[src/rtl/issue_inst_queue.sv]
// -----------------------------------------------------------------------------
// issue_inst_queue
//
// Dual-write / dual-read circular instruction queue that sits between the
// 64-bit fetch return and the dual-issue decode stage.
//
// The fetch side pushes up to two {inst, pc} pairs per cycle. Valid slots are
// packed contiguously from the tail, with slot 1 written before slot 2. The
// decode side pops one or two entries from the head. The head and head+1
// entries are presented combinationally. full_o stalls the fetch side.
//
// Ports
//   clk, rst          clock; synchronous active-high reset
//   flush             drop all contents; wins over same-cycle push and pop
//   push_inst1_i/2_i  instructions in the lower and upper fetch slots
//   push_pc1_i/2_i    PCs of the two fetch slots
//   push_valid1_i/2_i slot carries a real instruction
//   pop_i             decode consumes entries this cycle
//   pop_dual_i        consume two entries (one if only one is present)
//   head_inst1/2_o    instructions at head / head+1 (zero when absent)
//   head_pc1/2_o      PCs at head / head+1 (zero when absent)
//   head_ok1/2_o      at least one / two entries present
//   full_o            fewer than two free entries
//   count_o           occupancy
// -----------------------------------------------------------------------------
module issue_inst_queue #(
  parameter int DEPTH  = 16,
  parameter int ADDR_W = 4
) (
  input  logic              clk,
  input  logic              rst,
  input  logic              flush,
  input  logic [31:0]       push_inst1_i,
  input  logic [31:0]       push_inst2_i,
  input  logic [31:0]       push_pc1_i,
  input  logic [31:0]       push_pc2_i,
  input  logic              push_valid1_i,
  input  logic              push_valid2_i,
  input  logic              pop_i,
  input  logic              pop_dual_i,
  output logic [31:0]       head_inst1_o,
  output logic [31:0]       head_inst2_o,
  output logic [31:0]       head_pc1_o,
  output logic [31:0]       head_pc2_o,
  output logic              head_ok1_o,
  output logic              head_ok2_o,
  output logic              full_o,
  output logic [ADDR_W:0]   count_o
);

  localparam logic [ADDR_W:0] FULL_THR = (ADDR_W + 1)'(DEPTH - 1);
  localparam logic [ADDR_W:0] TWO      = (ADDR_W + 1)'(2);

  logic [31:0]       inst_mem [DEPTH];
  logic [31:0]       pc_mem   [DEPTH];

  logic [ADDR_W-1:0] head_q, head_d;
  logic [ADDR_W-1:0] tail_q, tail_d;
  logic [ADDR_W:0]   count_q, count_d;

  logic [ADDR_W-1:0] head_p1;
  logic [ADDR_W-1:0] tail_p1;
  logic              push_ok;
  logic [1:0]        n_wr;
  logic [1:0]        n_pop;

  // Pointers are ADDR_W bits wide and DEPTH is a power of two, so the +1
  // addresses wrap modulo DEPTH on their own. This lets a pair straddle the
  // DEPTH-1 / 0 boundary.
  assign head_p1 = head_q + ADDR_W'(1);
  assign tail_p1 = tail_q + ADDR_W'(1);

  // The full check uses the registered count, so a push is dropped even when
  // a same-cycle pop would have made room.
  assign full_o  = (count_q >= FULL_THR);
  assign push_ok = !full_o;

  // NOTE: every signal driven here is given a default first, so no path through the block can infer a latch.
  always_comb begin
    n_wr  = 2'd0;
    n_pop = 2'd0;
    if (push_ok) begin
      n_wr = {1'b0, push_valid1_i} + {1'b0, push_valid2_i};
    end
    // A dual pop with only one entry present degrades to a single pop.
    if (pop_i && (count_q != '0)) begin
      n_pop = (pop_dual_i && (count_q >= TWO)) ? 2'd2 : 2'd1;
    end

    head_d  = head_q + ADDR_W'(n_pop);
    tail_d  = tail_q + ADDR_W'(n_wr);
    count_d = count_q + (ADDR_W + 1)'(n_wr) - (ADDR_W + 1)'(n_pop);

    if (flush) begin
      head_d  = '0;
      tail_d  = '0;
      count_d = '0;
    end
  end

  // NOTE: sequential state is updated only with non-blocking assignments, so every register samples its pre-edge inputs.
  always_ff @(posedge clk) begin
    if (rst) begin
      head_q  <= '0;
      tail_q  <= '0;
      count_q <= '0;
    end else begin
      head_q  <= head_d;
      tail_q  <= tail_d;
      count_q <= count_d;
    end
  end

  // NOTE: the storage array has no reset. Its contents are masked by count, so clearing it would only cost logic.
  always_ff @(posedge clk) begin
    if (!rst && !flush && push_ok) begin
      if (push_valid1_i) begin
        inst_mem[tail_q] <= push_inst1_i;
        pc_mem[tail_q]   <= push_pc1_i;
        if (push_valid2_i) begin
          inst_mem[tail_p1] <= push_inst2_i;
          pc_mem[tail_p1]   <= push_pc2_i;
        end
      end else if (push_valid2_i) begin
        // A lone slot 2 is packed down to the tail, leaving no gap.
        inst_mem[tail_q] <= push_inst2_i;
        pc_mem[tail_q]   <= push_pc2_i;
      end
    end
  end

  assign head_ok1_o   = (count_q != '0);
  assign head_ok2_o   = (count_q >= TWO);
  assign head_inst1_o = head_ok1_o ? inst_mem[head_q]  : 32'd0;
  assign head_pc1_o   = head_ok1_o ? pc_mem[head_q]    : 32'd0;
  assign head_inst2_o = head_ok2_o ? inst_mem[head_p1] : 32'd0;
  assign head_pc2_o   = head_ok2_o ? pc_mem[head_p1]   : 32'd0;
  assign count_o      = count_q;

endmodule
[config.mk]
export PLATFORM = sky130hd
export DESIGN_NAME = issue_inst_queue
export DESIGN_NICKNAME = d
export VERILOG_FILES = /design/src/rtl/issue_inst_queue.sv
export SDC_FILE = /design/constraint.sdc
export NUM_CORES = 2
export LEC_CHECK = 0
export BUFFER_PORTS_ARGS = -buffer_cell sky130_fd_sc_hd__buf_2
export CORE_UTILIZATION = 63
export DETAILED_ROUTE_END_ITERATION = 10
export PLACE_DENSITY = 0.81
export SLEW_MARGIN = 20
export SYNTH_ARGS = -nofsm -noshare
export SYNTH_HDL_FRONTEND = slang
export SYNTH_SLANG_ARGS = --single-unit
export TNS_END_PERCENT = 1
[constraint.sdc]
create_clock -name clk -period 12.05 [get_ports clk]
set_input_delay 2.41 -clock clk [delete_from_list [all_inputs] [get_ports clk]]
set_output_delay 2.41 -clock clk [all_outputs]
set_load 0.02 [all_outputs]
==> flow_summary.yaml <==
timing:
  maxSlewHeadroom_pct: 16.52
  tightest_slew_ps: 1252
  drv_slew: 0
  fmax_ghz: 0.1260
  period_share_pct: 65.85
  skew_ps: 28.76
  rsz0062_at_grt: "false"
  setup_slack_ps: 4115
  hold_violations: 0
  tns_ps: 0
  setup_viol: 0
  period_minus_slack_ps: 7935
synth:
  avgSynthCellArea_um2: 16.94
  synth.distinct_cells: 56
  synth_area_um2: 61220
  synth-edff-count: 1024
  synth_flop_cell: "edfxtp_1"
  yosysSeqAreaShare_pct: 50.65
  ys_seq_elements: 1037
  synthesis.nets: 3769
  synth_cells: 3613
  synth-async-reset-ratio_pct: 0
  ys_warn_count: 0
power_and_ir_drop:
  cellLeakagePower_uw: 0.02057
  total_power_uw: 10850
  power_density_nw_per_um2: 163.1
  ir_drop_mv: 0.2086
route:
  met3_length_um: 25730
  drt-total-wl_um: 190000
  drcViolationCount: 0
  dr_wl_met2_um: 89530
  wl_per_cell_um: 37.59
  dr.pass1.iters: 6
  drt-vias-per-instance: 7.788
  top_layer: "met5"
  drt_iter0_drc: 5900
  vias: 39363
  met1_length_um: 65030
  antenna_left: 0
clock_tree:
  cts_resized: 0
  cts_buffers: 109
  clk_latency_ps: 710
  clk_pin_slew_worst_paths_ps: 70
  tritoncts: "done"
  htreeDepth: 3
  cts.sinks: 1037
  post-cts-setup-buffers: 0
  clock-root-buffer: "clkbuf_16"
  cts_hold_buf: 0
  max-clock-path-buffers: 3
floorplan:
  die_width_um: 313.7
  coreArea_um2: 95580
  start_util_pct: 64.05
  die_h_um: 313.7
  rows: 113
  io_pins: 271
  die_area_um2: 98430
placement:
  place_hpwl_um: 100200
  place_ws_ps: 4307
  io_buffers: 270
  placed_area_um2: 62670
  routabilityCongestion: 0.8294
cells_and_area:
  fin_area_um2: 66520
  syn2layout_area_growth_pct: 8.647
  layout-drive-gt1-share_pct: 52.80
  multi_input_area_um2: 27940
  post-route-util_pct: 69.59
  layout_common_cells: "edfxtp_1, mux2_2, mux4_2"
  register_area_um2: 31020
  layout.nets: 3823
  fillers: 6178
  final_common_cell: "edfxtp_1"
grt:
  grt_pass1_wl_um: 272300
  grt_max_degree: 141
  antenna_found_initial: 36
  grt_pass1_vias: 39710
  overflow: 0
  grt_usage_pct: 38.49
run_status:
  outcome: "finished clean"
worst_setup_path:
  worstSetupPathType: "reg -> out"
  cp_data_arrival_time_ps: 5530
  critPathLaunchType: "register"
  crit_top_cell: "buf_4"
  slowest_delay_ps: 920
  path_buf_inv: 4
  crit_slowest_cell: "buf_4"
  cp-end-kind: "primary output"
  path_max_fanout: 61
  worstPathCellList: "buf_4 -> buf_4 -> buf_4 -> mux4_2 -> a22oi_1 -> a31oi_1 -> buf_2"
  cpLargestDelayFamily: "buffers and inverters"
  crit_required_ps: 9640
flow_run:
  timing.max_cap.violations: 0
hold_path:
  worstHoldPathType: "reg -> reg"
[synthesized netlist by cell type (2+ instances only)]
master | n | area share (%)
buf_8 | 6 | 0.15
nand4_1 | 2 | 0.020
buf_1 | 10 | 0.061
clkbuf_1 | 200 | 1.2
mux2i_1 | 128 | 2.1
nor2_4 | 2 | 0.037
xor2_1 | 2 | 0.029
o21a_1 | 2 | 0.025
o31ai_4 | 2 | 0.069
nand2_1 | 8 | 0.049
nor3_1 | 9 | 0.074
mux2_1 | 123 | 2.3
fa_1 | 4 | 0.13
nor2b_1 | 4 | 0.041
buf_2 | 98 | 0.80
mux2_2 | 841 | 15
nand2b_1 | 8 | 0.082
nand3_1 | 5 | 0.041
o21ai_0 | 129 | 1.1
buf_4 | 47 | 0.58
nor2_1 | 14 | 0.086
and2_1 | 4 | 0.041
mux2_4 | 60 | 1.5
ha_1 | 17 | 0.35
and3b_1 | 3 | 0.043
edfxtp_1 | 1024 | 50
or2_2 | 2 | 0.020
nor4_1 | 4 | 0.041
xnor2_1 | 4 | 0.057
or3_1 | 2 | 0.020
a21oi_2 | 2 | 0.029
dfxtp_1 | 13 | 0.43
buf_6 | 57 | 1.0
a21oi_4 | 4 | 0.11
nor2_8 | 7 | 0.23
inv_1 | 19 | 0.12
a31oi_1 | 65 | 0.66
a22oi_1 | 65 | 0.80
a21oi_1 | 23 | 0.19
o22ai_1 | 64 | 0.65
mux4_2 | 512 | 19
nor2_2 | 4 | 0.041
[cell families (layout without fill, tap and decap cells)]
family                   count (synthesis)  in the layout  share of synthesized area (%)
AND/OR/NAND/NOR                         85             85                         0.9810
XOR/XNOR                                 6              6                        0.08584
flip-flops                            1037           1037                          50.65
adder cells (fa/ha/maj)                 21             21                         0.4782
other                                    0             26                              0
buffers and inverters                  438            588                          4.010
multiplexers                          1664           1664                          40.13
AO/OA/AOI/OAI                          362            362                          3.662
[worst paths after layout]
path / from / endpoint / slack (ps) / cells after the start
setup / recovery: head_q[0] / head_inst2_o[19] / 4120 / 7
hold / removal: count_o[0] / count_o[0] / 690 / 2
setup reg to reg: count_o[4] / inst_mem[6][12] / 7900 / 8
hold reg to reg: count_o[0] / count_o[0] / 690 / 2
[stage by stage]
stage,hold WS (ps),std cells
5_1_grt,726.3,5042
4_1_cts,704.6,5025
6_report,692.4,5054
3_3_place_gp,628.2,4818
2_1_floorplan,582.8,3613
3_5_place_dp,691.1,4818
[worst register-to-register path, cell delays in order, from the launching register on]
cell	delay, ps
dfxtp_1	340
inv_1	120
ha_1	200
a21oi_1	210
o211ai_1	130
buf_4	400
nor2_4	900
buf_4	1100
mux2_2	500
[power breakdown]
part | leakage, µW | internal, µW | switching, µW | total [µW]
logic | 0.00944 | 1320 | 1950 | 3270
registers | 0.00933 | 4030 | 46.1 | 4080
clock network | 0.00180 | 2030 | 1470 | 3500
[layer usage]
metal	GRT usage (%)	vias to the layer above
li1	-	15135
met1	50.87	20287
met2	60.07	3247
met3	9.949	662
met4	18.24	32
met5	0	-
[state kept, by name, indices dropped and copies added, names as in the netlist]
signal	cells
inst_mem	512
count_o	5
pc_mem	512
tail_q	4
head_q	4
[cell type report]
type                            instances  area share (%)
Timing Repair Buffer                  362           3.228
Multi-Input combinational cell       2138           42.01
Tap cell                             1265           2.380
Clock buffer                          129           4.278
Sequential cell                      1037           46.64
Clock inverter                         78           1.264
Inverter                               19          0.1072
Antenna cell                           26         0.09782
Power figures use the tool's default switching activity.
